## config.mk

```make
export PLATFORM = sky130hd
export DESIGN_NAME = exec_sequencer_flat
export DESIGN_NICKNAME = d
export VERILOG_FILES = /design/src/rtl/exec_sequencer_if.sv /design/src/rtl/exec_sequencer.sv /design/src/flat_wrapper.sv
export SDC_FILE = /design/constraint.sdc
export NUM_CORES = 1
export LEC_CHECK = 0
export ABC_AREA = 1
export BUFFER_PORTS_ARGS = -buffer_cell sky130_fd_sc_hd__buf_2
export CORE_MARGIN = 10
export CORE_UTILIZATION = 50
export DETAILED_ROUTE_END_ITERATION = 16
export GPL_ROUTABILITY_DRIVEN = 1
export GPL_TIMING_DRIVEN = 0
export PLACE_DENSITY = 0.7
export SETUP_SLACK_MARGIN = 0.3
export SYNTH_ARGS = -nofsm -noshare
export SYNTH_HDL_FRONTEND = slang
export SYNTH_SLANG_ARGS = --single-unit
```

## constraint.sdc

```tcl
create_clock -name clk_i -period 1.5 [get_ports clk_i]
set_input_delay 0.075 -clock clk_i [delete_from_list [all_inputs] [get_ports clk_i]]
set_output_delay 0.075 -clock clk_i [all_outputs]
set_load 0.05 [all_outputs]
```

## src/rtl/exec_sequencer_if.sv

```systemverilog
// Control bundle between the instruction sequencer and its datapath/instruction memory.
// The sequencer owns the slave modport; the environment driving it owns the master.
interface exec_sequencer_if;
    logic       start;
    logic       mem_ready;
    logic [2:0] opcode;
    logic       ir_load;
    logic       alu_en;
    logic [1:0] alu_op;
    logic       rf_we;
    logic       pc_en;
    logic       pc_load;
    logic       busy;
    logic       halted;
    logic       fault;
    logic [7:0] instr_count;

    modport slave (
        input  start, mem_ready, opcode,
        output ir_load, alu_en, alu_op, rf_we, pc_en, pc_load, busy, halted, fault, instr_count
    );

    modport master (
        output start, mem_ready, opcode,
        input  ir_load, alu_en, alu_op, rf_we, pc_en, pc_load, busy, halted, fault, instr_count
    );
endinterface

```

## src/rtl/exec_sequencer.sv

```systemverilog
// Multi-cycle fetch/decode/execute/writeback sequencer with fetch timeout and sticky fault.
// All outputs are registered and decoded from the next state and instruction register.
module exec_sequencer #(
    parameter int unsigned FETCH_TIMEOUT = 15
) (
    input logic               clk_i,
    input logic               rst_ni,
    exec_sequencer_if.slave   bus
);

    typedef enum logic [2:0] {StIdle, StFetch, StDecode, StExec, StWb, StHalt} state_e;

    localparam logic [7:0] TimeoutLast = 8'(FETCH_TIMEOUT - 1);

    state_e     state_q, state_d;
    logic [2:0] ir_q, ir_d;
    logic [7:0] wait_q, wait_d;
    logic [7:0] count_q, count_d;
    logic       fault_q, fault_d;

    logic       ir_load_q, ir_load_d;
    logic       alu_en_q, alu_en_d;
    logic [1:0] alu_op_q, alu_op_d;
    logic       rf_we_q, rf_we_d;
    logic       pc_en_q, pc_en_d;
    logic       pc_load_q, pc_load_d;
    logic       busy_q, busy_d;
    logic       halted_q, halted_d;

    logic       is_alu, is_jmp;
    logic [2:0] ir_m1;

    always_comb begin
        state_d = state_q;
        ir_d    = ir_q;
        wait_d  = wait_q;
        count_d = count_q;
        fault_d = fault_q;
        case (state_q)
            StIdle: begin
                if (bus.start) begin
                    state_d = StFetch;
                    wait_d  = 8'd0;
                end
            end
            StFetch: begin
                // A ready memory wins even on the cycle the wait budget runs out.
                if (bus.mem_ready) begin
                    ir_d    = bus.opcode;
                    state_d = StDecode;
                end else if (wait_q == TimeoutLast) begin
                    state_d = StHalt;
                    fault_d = 1'b1;
                end else begin
                    wait_d = wait_q + 8'd1;
                end
            end
            StDecode: begin
                if (ir_q == 3'b111) begin
                    state_d = StHalt;
                end else if (ir_q == 3'b110) begin
                    state_d = StHalt;
                    fault_d = 1'b1;
                end else begin
                    state_d = StExec;
                end
            end
            StExec: state_d = StWb;
            StWb: begin
                count_d = count_q + 8'd1;
                wait_d  = 8'd0;
                state_d = StFetch;
            end
            StHalt: state_d = StHalt;
            default: state_d = StIdle;
        endcase
    end

    always_comb begin
        is_alu    = (ir_d != 3'd0) && (ir_d <= 3'd4);
        is_jmp    = (ir_d == 3'd5);
        ir_m1     = ir_d - 3'd1;
        ir_load_d = (state_d == StFetch);
        busy_d    = (state_d == StFetch) || (state_d == StDecode) ||
                    (state_d == StExec) || (state_d == StWb);
        halted_d  = (state_d == StHalt);
        alu_en_d  = (state_d == StExec) && is_alu;
        alu_op_d  = alu_en_d ? ir_m1[1:0] : 2'b00;
        pc_load_d = (state_d == StExec) && is_jmp;
        rf_we_d   = (state_d == StWb) && is_alu;
        pc_en_d   = (state_d == StWb) && !is_jmp;
    end

    always_ff @(posedge clk_i) begin
        if (!rst_ni) begin
            state_q   <= StIdle;
            ir_q      <= 3'd0;
            wait_q    <= 8'd0;
            count_q   <= 8'd0;
            fault_q   <= 1'b0;
            ir_load_q <= 1'b0;
            alu_en_q  <= 1'b0;
            alu_op_q  <= 2'b00;
            rf_we_q   <= 1'b0;
            pc_en_q   <= 1'b0;
            pc_load_q <= 1'b0;
            busy_q    <= 1'b0;
            halted_q  <= 1'b0;
        end else begin
            state_q   <= state_d;
            ir_q      <= ir_d;
            wait_q    <= wait_d;
            count_q   <= count_d;
            fault_q   <= fault_d;
            ir_load_q <= ir_load_d;
            alu_en_q  <= alu_en_d;
            alu_op_q  <= alu_op_d;
            rf_we_q   <= rf_we_d;
            pc_en_q   <= pc_en_d;
            pc_load_q <= pc_load_d;
            busy_q    <= busy_d;
            halted_q  <= halted_d;
        end
    end

    assign bus.ir_load     = ir_load_q;
    assign bus.alu_en      = alu_en_q;
    assign bus.alu_op      = alu_op_q;
    assign bus.rf_we       = rf_we_q;
    assign bus.pc_en       = pc_en_q;
    assign bus.pc_load     = pc_load_q;
    assign bus.busy        = busy_q;
    assign bus.halted      = halted_q;
    assign bus.fault       = fault_q;
    assign bus.instr_count = count_q;

endmodule

```

## src/flat_wrapper.sv

```systemverilog
// flat-port wrapper written by rule: the top's interface ports become plain ports
module exec_sequencer_flat 
#(
    parameter int unsigned FETCH_TIMEOUT = 15
)
  (clk_i, rst_ni, bus_start, bus_mem_ready, bus_opcode, bus_ir_load, bus_alu_en, bus_alu_op, bus_rf_we, bus_pc_en, bus_pc_load, bus_busy, bus_halted, bus_fault, bus_instr_count);
  exec_sequencer_if bus_i ();
  input logic clk_i;
  input logic rst_ni;
  input wire logic [$bits(bus_i.start)-1:0] bus_start;
  input wire logic [$bits(bus_i.mem_ready)-1:0] bus_mem_ready;
  input wire logic [$bits(bus_i.opcode)-1:0] bus_opcode;
  output wire logic [$bits(bus_i.ir_load)-1:0] bus_ir_load;
  output wire logic [$bits(bus_i.alu_en)-1:0] bus_alu_en;
  output wire logic [$bits(bus_i.alu_op)-1:0] bus_alu_op;
  output wire logic [$bits(bus_i.rf_we)-1:0] bus_rf_we;
  output wire logic [$bits(bus_i.pc_en)-1:0] bus_pc_en;
  output wire logic [$bits(bus_i.pc_load)-1:0] bus_pc_load;
  output wire logic [$bits(bus_i.busy)-1:0] bus_busy;
  output wire logic [$bits(bus_i.halted)-1:0] bus_halted;
  output wire logic [$bits(bus_i.fault)-1:0] bus_fault;
  output wire logic [$bits(bus_i.instr_count)-1:0] bus_instr_count;
  assign bus_i.start = bus_start;
  assign bus_i.mem_ready = bus_mem_ready;
  assign bus_i.opcode = bus_opcode;
  assign bus_ir_load = bus_i.ir_load;
  assign bus_alu_en = bus_i.alu_en;
  assign bus_alu_op = bus_i.alu_op;
  assign bus_rf_we = bus_i.rf_we;
  assign bus_pc_en = bus_i.pc_en;
  assign bus_pc_load = bus_i.pc_load;
  assign bus_busy = bus_i.busy;
  assign bus_halted = bus_i.halted;
  assign bus_fault = bus_i.fault;
  assign bus_instr_count = bus_i.instr_count;
  exec_sequencer #(.FETCH_TIMEOUT(FETCH_TIMEOUT)) u_core (.clk_i(clk_i), .rst_ni(rst_ni), .bus(bus_i));
endmodule
```

==> impl_results.md, run 1 <==
* R2R depth at 10
* Longest Clk Path Bufs at 2
* Final period util at 108%
* Most common cell after layout, fill and taps aside: nand2_1
* Mapped Nets at 254
* Hold Crit Depth at 3
* PnR worst setup slack at -121 ps
* Layout Utilization at 85.2%
* Slew @ Worst Pin at 678 ps
* Slew HR at 54.8%
* IR drop worst, VDD at 0.695 mV
* Startpoint class of the critical path: flop
* Die Height at 76.7 µm
* Core Region at 3080 µm²
* Antenna violations before repair at 0
* Commonest cells after routing, fill and taps aside: nand2_1, nor2_1, inv_1
* Hpwl dp at 2550 µm
* Tot GR Track Use at 15.0%
* Vias in the first global route at 1,594
* Crit-path cells: inv_4 > nand3_4 > nor2_4 > nor2_4 > a21oi_4 > buf_4 > buf_6 > ha_1 > inv_2 > nor4_1
* Die area at 5890 µm²
* Switch Pwr at 0.715 mW
* Worst r2r src: u_core.state_q[1]$_SDFF_PN0_
* Hold_sp: rst_ni
* CP Class: reg -> reg
* Total number of vias at 1,932
* WHS at 18.7 ps
* Clk sinks at 32
* Fin Clk Skew at 15.3 ps
* Combinational fraction of design power at 29.5%
* Yosys warns at 0
* Final net count at 321
* CTS H-tree depth at 2
* Max stage delay on crit path at 370 ps
* CTS clock-pin slew for the worst setup and hold paths at 100 ps
* Final Non-Filler Cells at 354
* Ant diodes at 0
* Drt pass-1 iters at 5
* Register share of total power at 42.2%
* CP dominant cell by count: nor2_4
* Final Setup Violations at 7
* Grt total ovfl at 0
* Avg Cell Area, Syn at 6.65 µm²
* # port buffers at 23
* CP arrival at 1860 ps
* CTS tree: built
* Fillers at 155
* Largest net degree at the start of global routing at 11
* Critical path peak fanout at 4
* WL per Instance at 17.1 µm
* CP max-delay cell: dfxtp_4
* First-pass GRT wire length at 7360 µm
* Clk pwr share at 28.3%
* I/O pin cnt at 25
* Cts bufs inserted at 5
* Fin crit period at 1620 ps
* Max Cap Viol at 0
* Core Rows at 20
* Avg Vias per Cell at 5.46
* Status: finished, violations left
* Total power density per cell area at 805 nW/µm²
* P&R area growth vs syn at 63.0%
* Register-to-register setup slack at -120 ps
* Layout cells sized above 1 at 51.9%
* Initial Util at 52.3%
* Die width at 76.7 µm
* Critical Path RT at 1740 ps
* Final hold violation count at 0
* Placed Cells at 309
* RSZ-0062 raised after global routing: true
* Slew Viols, Final at 0
* Routed Antenna Nets at 0
* Root Driver: clkbuf_4
* Cell variety after synth at 22
* Worst hold path type: in -> reg
* Worst Hold Path EP: u_core.bus.pc_en$_SDFF_PN0_
* Cells after synthesis at 242
* Clock latency at the later pin of the worst-skew pair at 350 ps
* Register bit total from synthesis at 32
* Failing checks: setup timing
* Initial DRC Count at 180
* Gpl congestion at 0.862
* Sw Ratio at 33.9%
* Crit. End Element: flop
* Internal Power at 1.40 mW
* RR Endpoint: u_core.bus.pc_load$_SDFF_PN0_
* Fmax at 617 MHz
* Post-Syn Area at 1610 µm²
* DRC at 0
* Seq/Total Area, Yosys at 39.8%
* Final WL at 6070 µm
* P_leak at 1.18 nW
metal layers:
| layer | GRT usage, % | share of wire [%] |
|---|---|---|
| met1 | 16.6 | 36 |
| met2 | 24.4 | 50 |
| met3 | 5.01 | 7.9 |
| met4 | 8.92 | 5.6 |
| met5 | 0 | 0 |
worst max-delay path: cells and delay by family, from the launching register on:
family          cells  cell delay, ps
simple gates        4             540
flops               1             370
buf+inv             4             340
fa+ha+maj           1             150
compound gates      1             130
worst max-delay path by stage:
stage | startpoint | end
3_5_place_dp | u_core.state_q[1]$_SDFF_PN0_ | u_core.bus.alu_op[0]$_SDFF_PN0_
4_1_cts | u_core.state_q[1]$_SDFF_PN0_ | u_core.bus.alu_op[0]$_SDFF_PN0_
5_1_grt | u_core.state_q[1]$_SDFF_PN0_ | u_core.bus.pc_load$_SDFF_PN0_
6_report | u_core.state_q[1]$_SDFF_PN0_ | u_core.bus.pc_load$_SDFF_PN0_
3_3_place_gp | u_core.state_q[2]$_SDFF_PN0_ | u_core.bus.alu_op[0]$_SDFF_PN0_
2_1_floorplan | u_core.state_q[2]$_SDFF_PN0_ | u_core.bus.alu_op[0]$_SDFF_PN0_
registers in the layout, indices dropped and copies added (netlist names):
signal and cells:
u_core.bus.pc_load 1, u_core.bus.busy 1, u_core.state_q 3, u_core.bus.fault 1, u_core.bus.alu_en 1, u_core.bus.rf_we 1
u_core.bus.instr_count 8, u_core.bus.ir_load 1, u_core.bus.pc_en 1, u_core.ir_q 3, u_core.bus.alu_op 2, u_core.bus.halted 1
u_core.wait_q 8
stage by stage:
stage	instance area [µm²]	TNS, ps	total power [mW]	worst slack (ps)
floorplan	1680	-18.8	1.13	-8.45
global placement	1850	-816	1.19	-196
detailed placement	1850	-828	1.20	-196
CTS	2230	0	1.89	71.9
finish	2620	-283	2.11	-121
global route	2620	-1250	2.18	-238
cells in the mapped netlist:
| cell | instances | area (µm²) |
|---|---|---|
| ha_1 | 5 | 62.6 |
| dfxtp_1 | 32 | 641 |
| nor2_4 | 2 | 22.5 |
| nor4_1 | 1 | 6.26 |
| nand3_4 | 1 | 17.5 |
| clkbuf_1 | 2 | 7.51 |
| a21oi_1 | 12 | 60.1 |
| nor3_1 | 4 | 20.0 |
| xor2_1 | 3 | 26.3 |
| nor2_1 | 41 | 154 |
| nand2_2 | 1 | 6.26 |
| o21ai_0 | 8 | 40.0 |
| inv_1 | 36 | 135 |
| xnor2_1 | 2 | 17.5 |
| buf_6 | 1 | 11.3 |
| nand4_1 | 2 | 12.5 |
| a21oi_2 | 1 | 8.76 |
| nand2_1 | 67 | 251 |
| nand3_1 | 16 | 80.1 |
| inv_2 | 3 | 11.3 |
| nand3b_1 | 1 | 7.51 |
| nand3_2 | 1 | 10.0 |
power by group through the flow:
stage                     logic [mW]  registers, mW  clock network [mW]
after CTS                      0.417          0.887               0.590
after global routing           0.659          0.894               0.626
after detailed placement       0.285          0.910                   0
after floorplan                0.176          0.952                   0
final                          0.623          0.892               0.597
after global placement         0.283          0.910                   0
cells by family after synthesis:
family          after synthesis  synth area share, %
compound gates               21                 6.77
fa+ha+maj                     5                 3.89
xor+xnor                      5                 2.72
buf+inv                      42                 10.3
flops                        32                 39.8
simple gates                137                 36.5
final cells by class:
| type | count | area, µm² | share of cell area (%) |
|---|---|---|---|
| Timing Repair Buffer | 59 | 453 | 17.3 |
| Clock buffer | 8 | 68.8 | 2.62 |
| Tap cell | 44 | 55.1 | 2.10 |
| Sequential cell | 32 | 669 | 25.5 |
| Buffer | 3 | 18.8 | 0.716 |
| Multi-Input combinational cell | 169 | 1190 | 45.3 |
| Inverter | 39 | 169 | 6.44 |
what timing repair did:
action                                  CTS  global route
endpoints found under the setup margin   26            31
buffers inserted                         22            13
pin swaps                                20            35
gates resized for setup                  35            86
hold endpoints to repair                  6             0
cloned                                    1             0
hold buffers                              1             0
(Power assumes the default switching activity.)
==> run 2, diff against run 1 <==
--- a/config.mk
+++ b/config.mk
@@ -7,8 +7,9 @@
 export LEC_CHECK = 0
 export ABC_AREA = 1
 export BUFFER_PORTS_ARGS = -buffer_cell sky130_fd_sc_hd__buf_2
-export CORE_MARGIN = 10
+export CORE_MARGIN = 2
 export CORE_UTILIZATION = 50
+export CTS_BUF_LIST = sky130_fd_sc_hd__clkbuf_16
 export DETAILED_ROUTE_END_ITERATION = 16
 export GPL_ROUTABILITY_DRIVEN = 1
 export GPL_TIMING_DRIVEN = 0
==> run 2 against run 1 <==
Compared with the run above:
- the flow now finishes without violations
- critical path depth grew 2
- register-to-register slack improved by 130 ps
- power up 12%
- highest routed layer unchanged
- final area decreased by 3.3%
- combinational power fell by 15%
- critical endpoint is now u_core.bus.alu_op[0]$_SDFF_PN0_
- worst hold slack better by 47 ps
- clock power up 60%
- critical path type unchanged
- clock skew fell by 13 ps
==> impl_results.md, run 2 (synthesis results as in run 1) <==
* Most common cell after layout, fill and taps aside: nand2_1 (unchanged)
* Register-to-register setup slack at 10 ps (was -120 ps)
* CTS H-tree depth at 2 (unchanged)
* Core Rows at 20 (unchanged)
* Crit path buf inv count at 4 (unchanged)
* Final net count at 315 (was 321)
* Drt pass-1 iters at 4 (was 5)
* CTS tree: built (unchanged)
* Total number of vias at 1,742 (was 1,932)
* # port buffers at 23 (unchanged)
* Fmax at 672 MHz (was 617 MHz)
* Max Cap Viol at 0 (unchanged)
* Gpl congestion at 0.835 (was 0.862)
* Core Region at 3050 µm² (was 3080 µm²)
* Final WL at 4790 µm (was 6070 µm)
* Start point of the critical path: u_core.state_q[2]$_SDFF_PN0_ (was u_core.state_q[1]$_SDFF_PN0_)
* Grt total ovfl at 0 (unchanged)
* CP max-delay cell: dfxtp_4 (unchanged)
* Tot Pwr at 2.37 mW (was 2.11 mW)
* Final hold violation count at 0 (unchanged)
* Clk sinks at 32 (unchanged)
* Commonest cells after routing, fill and taps aside: nand2_1, nor2_1, inv_1 (unchanged)
* Tot GR Track Use at 23.9% (was 15.0%)
* Final Setup Violations at 0 (was 7)
* Critical path peak fanout at 4 (unchanged)
* Status: completed (was finished, violations left)
* I/O pin cnt at 25 (unchanged)
* Max stage delay on crit path at 350 ps (was 370 ps)
* Layout cells sized above 1 at 48.7% (was 51.9%)
* Die area at 3690 µm² (was 5890 µm²)
* CP Capture Point: u_core.bus.alu_op[0]$_SDFF_PN0_ (was u_core.bus.pc_load$_SDFF_PN0_)
* Critical Path RT at 1710 ps (was 1740 ps)
* First-pass GRT wire length at 6530 µm (was 7360 µm)
* Die width at 60.7 µm (was 76.7 µm)
* Routed Antenna Nets at 0 (unchanged)
* WL per Instance at 13.8 µm (was 17.1 µm)
* Avg Vias per Cell at 5.01 (was 5.46)
* Antenna violations before repair at 0 (unchanged)
* CP dominant cell by count: inv_2 (was nor2_4)
* Initial DRC Count at 99 (was 180)
* RR Endpoint: u_core.bus.alu_op[0]$_SDFF_PN0_ (was u_core.bus.pc_load$_SDFF_PN0_)
* P&R area growth vs syn at 57.5% (was 63.0%)
* Layout Utilization at 83.0% (was 85.2%)
* Clock latency at the later pin of the worst-skew pair at 270 ps (was 350 ps)
* Fin crit period at 1490 ps (was 1620 ps)
* Hpwl dp at 2290 µm (was 2550 µm)
* Largest net degree at the start of global routing at 11 (unchanged)
* Die Height at 60.7 µm (was 76.7 µm)
* IR drop worst, VDD at 1.20 mV (was 0.695 mV)
* Slew @ Worst Pin at 718 ps (was 678 ps)
* Startpoint class of the critical path: flop (unchanged)
* Worst path depth at 12 (was 10)
* Fin Clk Skew at 2.35 ps (was 15.3 ps)
* CP top delay family: simple AND/OR/NAND/NOR gates (unchanged)
* Slew Viols, Final at 0 (unchanged)
* Worst r2r src: u_core.state_q[2]$_SDFF_PN0_ (was u_core.state_q[1]$_SDFF_PN0_)
* Root Driver: clkbuf_16 (was clkbuf_4)
* RSZ-0062 raised after global routing: true (unchanged)
* Ant diodes at 0 (unchanged)
* Longest Clk Path Bufs at 2 (unchanged)
* R2R depth at 12 (was 10)
* CP arrival at 1700 ps (was 1860 ps)
* Crit. End Element: flop (unchanged)
* Vias in the first global route at 1,547 (was 1,594)
* P_leak at 1.16 nW (was 1.18 nW)
* Final period util at 99.3% (was 108%)
* CP Class: reg -> reg (unchanged)
* Worst hold path type: in -> reg (unchanged)
* PnR worst setup slack at 10.9 ps (was -121 ps)
* Crit-path cells: inv_4 > nand3_4 > nor2_4 > inv_2 > nand2_1 > nand2_1 > inv_2 > ha_4 > inv_2 > nand2_2 > nand4_1 > nor2_1 (was inv_4 > nand3_4 > nor2_4 > nor2_4 > a21oi_4 > buf_4 > buf_6 > ha_1 > inv_2 > nor4_1)
* CTS clock-pin slew for the worst setup and hold paths at 50 ps (was 100 ps)
* Slew HR at 52.1% (was 54.8%)
* Cts bufs inserted at 5 (unchanged)
* Post-CTS Hold Buffers at 0 (was 1)
* Dpl ws at -187 ps (was -196 ps)
* DRC at 0 (unchanged)
* Initial Util at 52.7% (was 52.3%)
* Total power density per cell area at 936 nW/µm² (was 805 nW/µm²)
==> run 2: cell types whose count changed in the layout (fill, tap and decap cells not counted), moves of 3 or more <==
cell | before | now
buf_6 | 13 | 9
clkbuf_16 | 0 | 5
clkbuf_4 | 5 | 0
nand2_1 | 44 | 47
nand3_4 | 6 | 3
nor2_1 | 29 | 34
nor2_2 | 5 | 1
==> run 2: layer usage <==
layer  GRT usage [%]  share of wire, %  up-vias
met3            6.82               3.4        8
met4            11.5               2.0        0
li1                -                 -      871
met2            40.6                52       43
met1            27.5                43      820
met5               0                 0        -
==> run 2: metrics by stage <==
step | instances | cell area [µm²] | TNS, ps | hold slack [ps]
finish | 348 | 2530 | 0 | 65.4
detailed placement | 309 | 1850 | -758 | 338
global placement | 309 | 1850 | -792 | 334
CTS | 337 | 2240 | 0 | 53.2
global route | 348 | 2530 | -652 | 93.6
floorplan | 242 | 1680 | -18.8 | 293
==> run 2: worst reg2reg max path: stages (launching register included) <==
cell     delay, ps
dfxtp_4        350
inv_4           60
nand3_4         90
nor2_4         190
inv_2           60
nand2_1         70
nand2_1         70
inv_2           90
ha_4           140
inv_2           30
nand2_2         50
nand4_1        120
nor2_1         110
==> run 2: worst min-delay path by stage <==
stage / endpoint / startpoint / cells past startpoint / slack (ps)
final: u_core.bus.instr_count[2]$_SDFFE_PN0P_ / rst_ni / 3 / 70
after global routing: u_core.bus.instr_count[2]$_SDFFE_PN0P_ / rst_ni / 3 / 90
after CTS: u_core.bus.instr_count[2]$_SDFFE_PN0P_ / rst_ni / 3 / 50
after detailed placement: u_core.bus.instr_count[2]$_SDFFE_PN0P_ / rst_ni / 3 / 340
after global placement: u_core.bus.instr_count[2]$_SDFFE_PN0P_ / rst_ni / 3 / 330
after floorplan: u_core.bus.alu_op[0]$_SDFF_PN0_ / bus_opcode[0] / 3 / 290
==> run 2: power breakdown <==
| group | leakage, nW | total [mW] | internal [mW] | switching, mW |
|---|---|---|---|---|
| Combinational | 0.829 | 0.527 | 0.208 | 0.318 |
| Sequential | 0.267 | 0.892 | 0.874 | 0.0186 |
| Clock | 0.0687 | 0.954 | 0.601 | 0.353 |
| Total | 1.16 | 2.37 | 1.68 | 0.690 |
==> run 2: what timing repair did <==
action | CTS | global route
gates cloned | 1 | 0
pin swaps | 19 | 21
resized for setup | 29 | 65
endpoints found under the hold margin | 0 | 0
buffers inserted | 19 | 11
setup endpoints to repair | 25 | 31
==> run 2: cell type report <==
type | count | area, µm²
Multi-Input combinational cell | 169 | 1120
Tap cell | 44 | 55.1
Sequential cell | 32 | 668
Timing Repair Buffer | 53 | 378
Inverter | 39 | 154
Clock buffer | 5 | 125
Buffer | 3 | 18.8
Clock inverter | 3 | 15.0
Fill cell | 187 | 518
==> run 3, diff against run 2 <==
--- a/config.mk
+++ b/config.mk
@@ -13,6 +13,7 @@
 export DETAILED_ROUTE_END_ITERATION = 16
 export GPL_ROUTABILITY_DRIVEN = 1
 export GPL_TIMING_DRIVEN = 0
+export HOLD_SLACK_MARGIN = 0.12
 export PLACE_DENSITY = 0.7
 export SETUP_SLACK_MARGIN = 0.3
 export SYNTH_ARGS = -nofsm -noshare
==> run 3 against run 2 <==
Compared with the run above:
- the flow now finishes with violations (setup timing)
- largest power group unchanged
- sequential share of layout area barely moved
- via count rose by 2.5%
- core utilization barely moved
- global-route usage fell by 0.13 points
- worst hold slack improved by 47 ps
- register-to-register slack got worse by 30 ps
- clock power rose by 0.4%
==> impl_results.md, run 3 (synthesis results as in run 1) <==
* I/O pin cnt at 25 (unchanged)
* Core Rows at 20 (unchanged)
* Core Region at 3050 µm² (unchanged)
* Final Setup Violations at 3 (was 0)
* Startpoint class of the critical path: flop (unchanged)
* Clk sinks at 32 (unchanged)
* Fin Clk Skew at 1.88 ps (was 2.35 ps)
* Critical Path RT at 1710 ps (about the same)
* # port buffers at 23 (unchanged)
* Register-to-register setup slack at -20 ps (was 10 ps)
* Crit-path cells: inv_4 > nand3_4 > nor2_4 > inv_2 > nand2_1 > nand2_1 > inv_2 > ha_4 > inv_2 > nand2_2 > nand4_1 > nor2_1 (unchanged)
* CTS clock-pin slew for the worst setup and hold paths at 50 ps (about the same)
* Drt pass-1 iters at 4 (unchanged)
* Initial DRC Count at 74 (was 99)
* Failing checks: setup timing
* Hpwl dp at 2290 µm (unchanged)
* P&R area growth vs syn at 57.5% (about the same)
* First-pass GRT wire length at 6470 µm (was 6530 µm)
* Antenna violations before repair at 0 (unchanged)
* Final hold violation count at 0 (unchanged)
* Slew Viols, Final at 0 (unchanged)
* Tot Pwr at 2.39 mW (was 2.37 mW)
* Worst hold path type: in -> reg (unchanged)
* Clk pwr share at 40.0% (was 40.2%)
* Vias in the first global route at 1,515 (was 1,547)
* Register share of total power at 37.3% (was 37.6%)
* WHS at 113 ps (was 65.4 ps)
* Final WL at 4930 µm (was 4790 µm)
* Combinational fraction of design power at 22.7% (was 22.2%)
* P_leak at 1.16 nW (about the same)
* Max Cap Viol at 0 (unchanged)
* Critical path peak fanout at 4 (unchanged)
* Gpl congestion at 0.835 (unchanged)
* RSZ-0062 raised after global routing: true (unchanged)
* Total number of vias at 1,786 (was 1,742)
* Fmax at 660 MHz (was 672 MHz)
* CTS H-tree depth at 2 (unchanged)
* Internal Power at 1.69 mW (was 1.68 mW)
* Ant diodes at 0 (unchanged)
* Final net count at 313 (was 315)
* CP top delay family: simple AND/OR/NAND/NOR gates (unchanged)
* Max stage delay on crit path at 350 ps (about the same)
* Crit. End Element: flop (unchanged)
* Die area at 3690 µm² (unchanged)
* CTS tree: built (unchanged)
* Die width at 60.7 µm (unchanged)
* Routed Antenna Nets at 0 (unchanged)
* DRC at 0 (unchanged)
* CP dominant cell by count: inv_2 (unchanged)
* Sw Ratio at 29.5% (was 29.1%)
* Total power density per cell area at 945 nW/µm² (was 936 nW/µm²)
* IR drop worst, VDD at 1.08 mV (was 1.20 mV)
* CP max-delay cell: dfxtp_4 (unchanged)
* Crit path buf inv count at 4 (unchanged)
* Grt total ovfl at 0 (unchanged)
* Avg Vias per Cell at 5.16 (was 5.01)
* Tot GR Track Use at 23.7% (was 23.9%)
* Largest net degree at the start of global routing at 11 (unchanged)
* Longest Clk Path Bufs at 2 (unchanged)
* Root Driver: clkbuf_16 (unchanged)
* Initial Util at 52.7% (unchanged)
* Switch Pwr at 0.707 mW (was 0.690 mW)
* Cts bufs inserted at 5 (unchanged)
* Clock latency at the later pin of the worst-skew pair at 270 ps (about the same)
* CP Class: reg -> reg (unchanged)
* Status: finished, violations left (was completed)
* WL per Instance at 14.2 µm (was 13.8 µm)
* Slew HR at 52.0% (was 52.1%)
* Most common cell after layout, fill and taps aside: nand2_1 (unchanged)
* Commonest cells after routing, fill and taps aside: nand2_1, nor2_1, inv_1 (unchanged)
* Die Height at 60.7 µm (unchanged)
* Layout cells sized above 1 at 49.0% (was 48.7%)
* CP arrival at 1730 ps (was 1700 ps)
* Slew @ Worst Pin at 720 ps (was 718 ps)
* PnR worst setup slack at -15.0 ps (was 10.9 ps)
* Fin crit period at 1520 ps (was 1490 ps)
* Final period util at 101% (was 99.3%)
[run 3: cell count changes in the layout (fill, tap and decap cells not counted), moves of 2 or more]
| cell | change |
|---|---|
| buf_4 | -2 |
| nand2_2 | -3 |
| nand2_4 | +3 |
| nand3_2 | -2 |
| nor2_1 | -3 |
| nor2_2 | +3 |
[run 3: final cells by class]
cell class / instances / area, µm²
multi-input cells: 169 / 1130
clock inverters: 3 / 15.0
clock buffers: 5 / 125
flip-flops and latches: 32 / 668
repair buffers: 51 / 362
well taps: 44 / 55.1
inverters: 39 / 156
plain buffers: 3 / 18.8
fillers: 185 / 519
[run 3: power by group through the flow]
stage	registers (mW)	clock network [mW]	logic, mW
2_1_floorplan	0.952	0	0.176
3_3_place_gp	0.910	0	0.281
3_5_place_dp	0.910	0	0.282
4_1_cts	0.890	0.957	0.394
5_1_grt	0.896	0.997	0.580
6_report	0.894	0.958	0.542
[run 3: repair_timing]
item	CTS	global route
cloned	1	0
pin swaps	19	27
endpoints found under the hold margin	7	0
setup endpoints to repair	25	30
setup buffers	19	8
hold buffers	1	0
gates resized for setup	29	71
[run 3: path summary, 6_finish.rpt]
kind	from	endpoint	depth (start not counted)
setup / recovery	u_core.state_q[2]$_SDFF_PN0_	u_core.bus.alu_op[0]$_SDFF_PN0_	12
hold / removal	rst_ni	u_core.bus.rf_we$_SDFF_PN0_	3
setup reg to reg	u_core.state_q[2]$_SDFF_PN0_	u_core.bus.alu_op[0]$_SDFF_PN0_	12
hold reg to reg	u_core.bus.fault$_SDFFE_PN0P_	u_core.bus.fault$_SDFFE_PN0P_	2
[run 3: per-stage QoR]
step                worst slack, ps  instance area (µm²)  setup TNS (ps)  utilization, %  std cells
detailed placement             -187                 1850            -758            60.7        309
finish                        -15.0                 2530           -33.6            83.0        346
floorplan                     -8.45                 1680           -18.8               -        242
global placement               -188                 1850            -792            60.7        309
CTS                            69.8                 2250               0            73.9        338
global route                  -78.6                 2530            -390            83.0        346
[run 3: per-layer routing]
layer / routed length [µm] / up-vias / GRT usage (%)
li1: - / 868 / -
met1: 1980 / 843 / 27.5
met2: 2550 / 59 / 39.8
met3: 241 / 16 / 7.25
met4: 157 / 0 / 11.5
met5: 0 / - / 0
[run 3: tightest hold or removal path, delay by kind of cell]
kind          cells  cell delay (ps)
buf+inv           1              110
simple gates      2              150
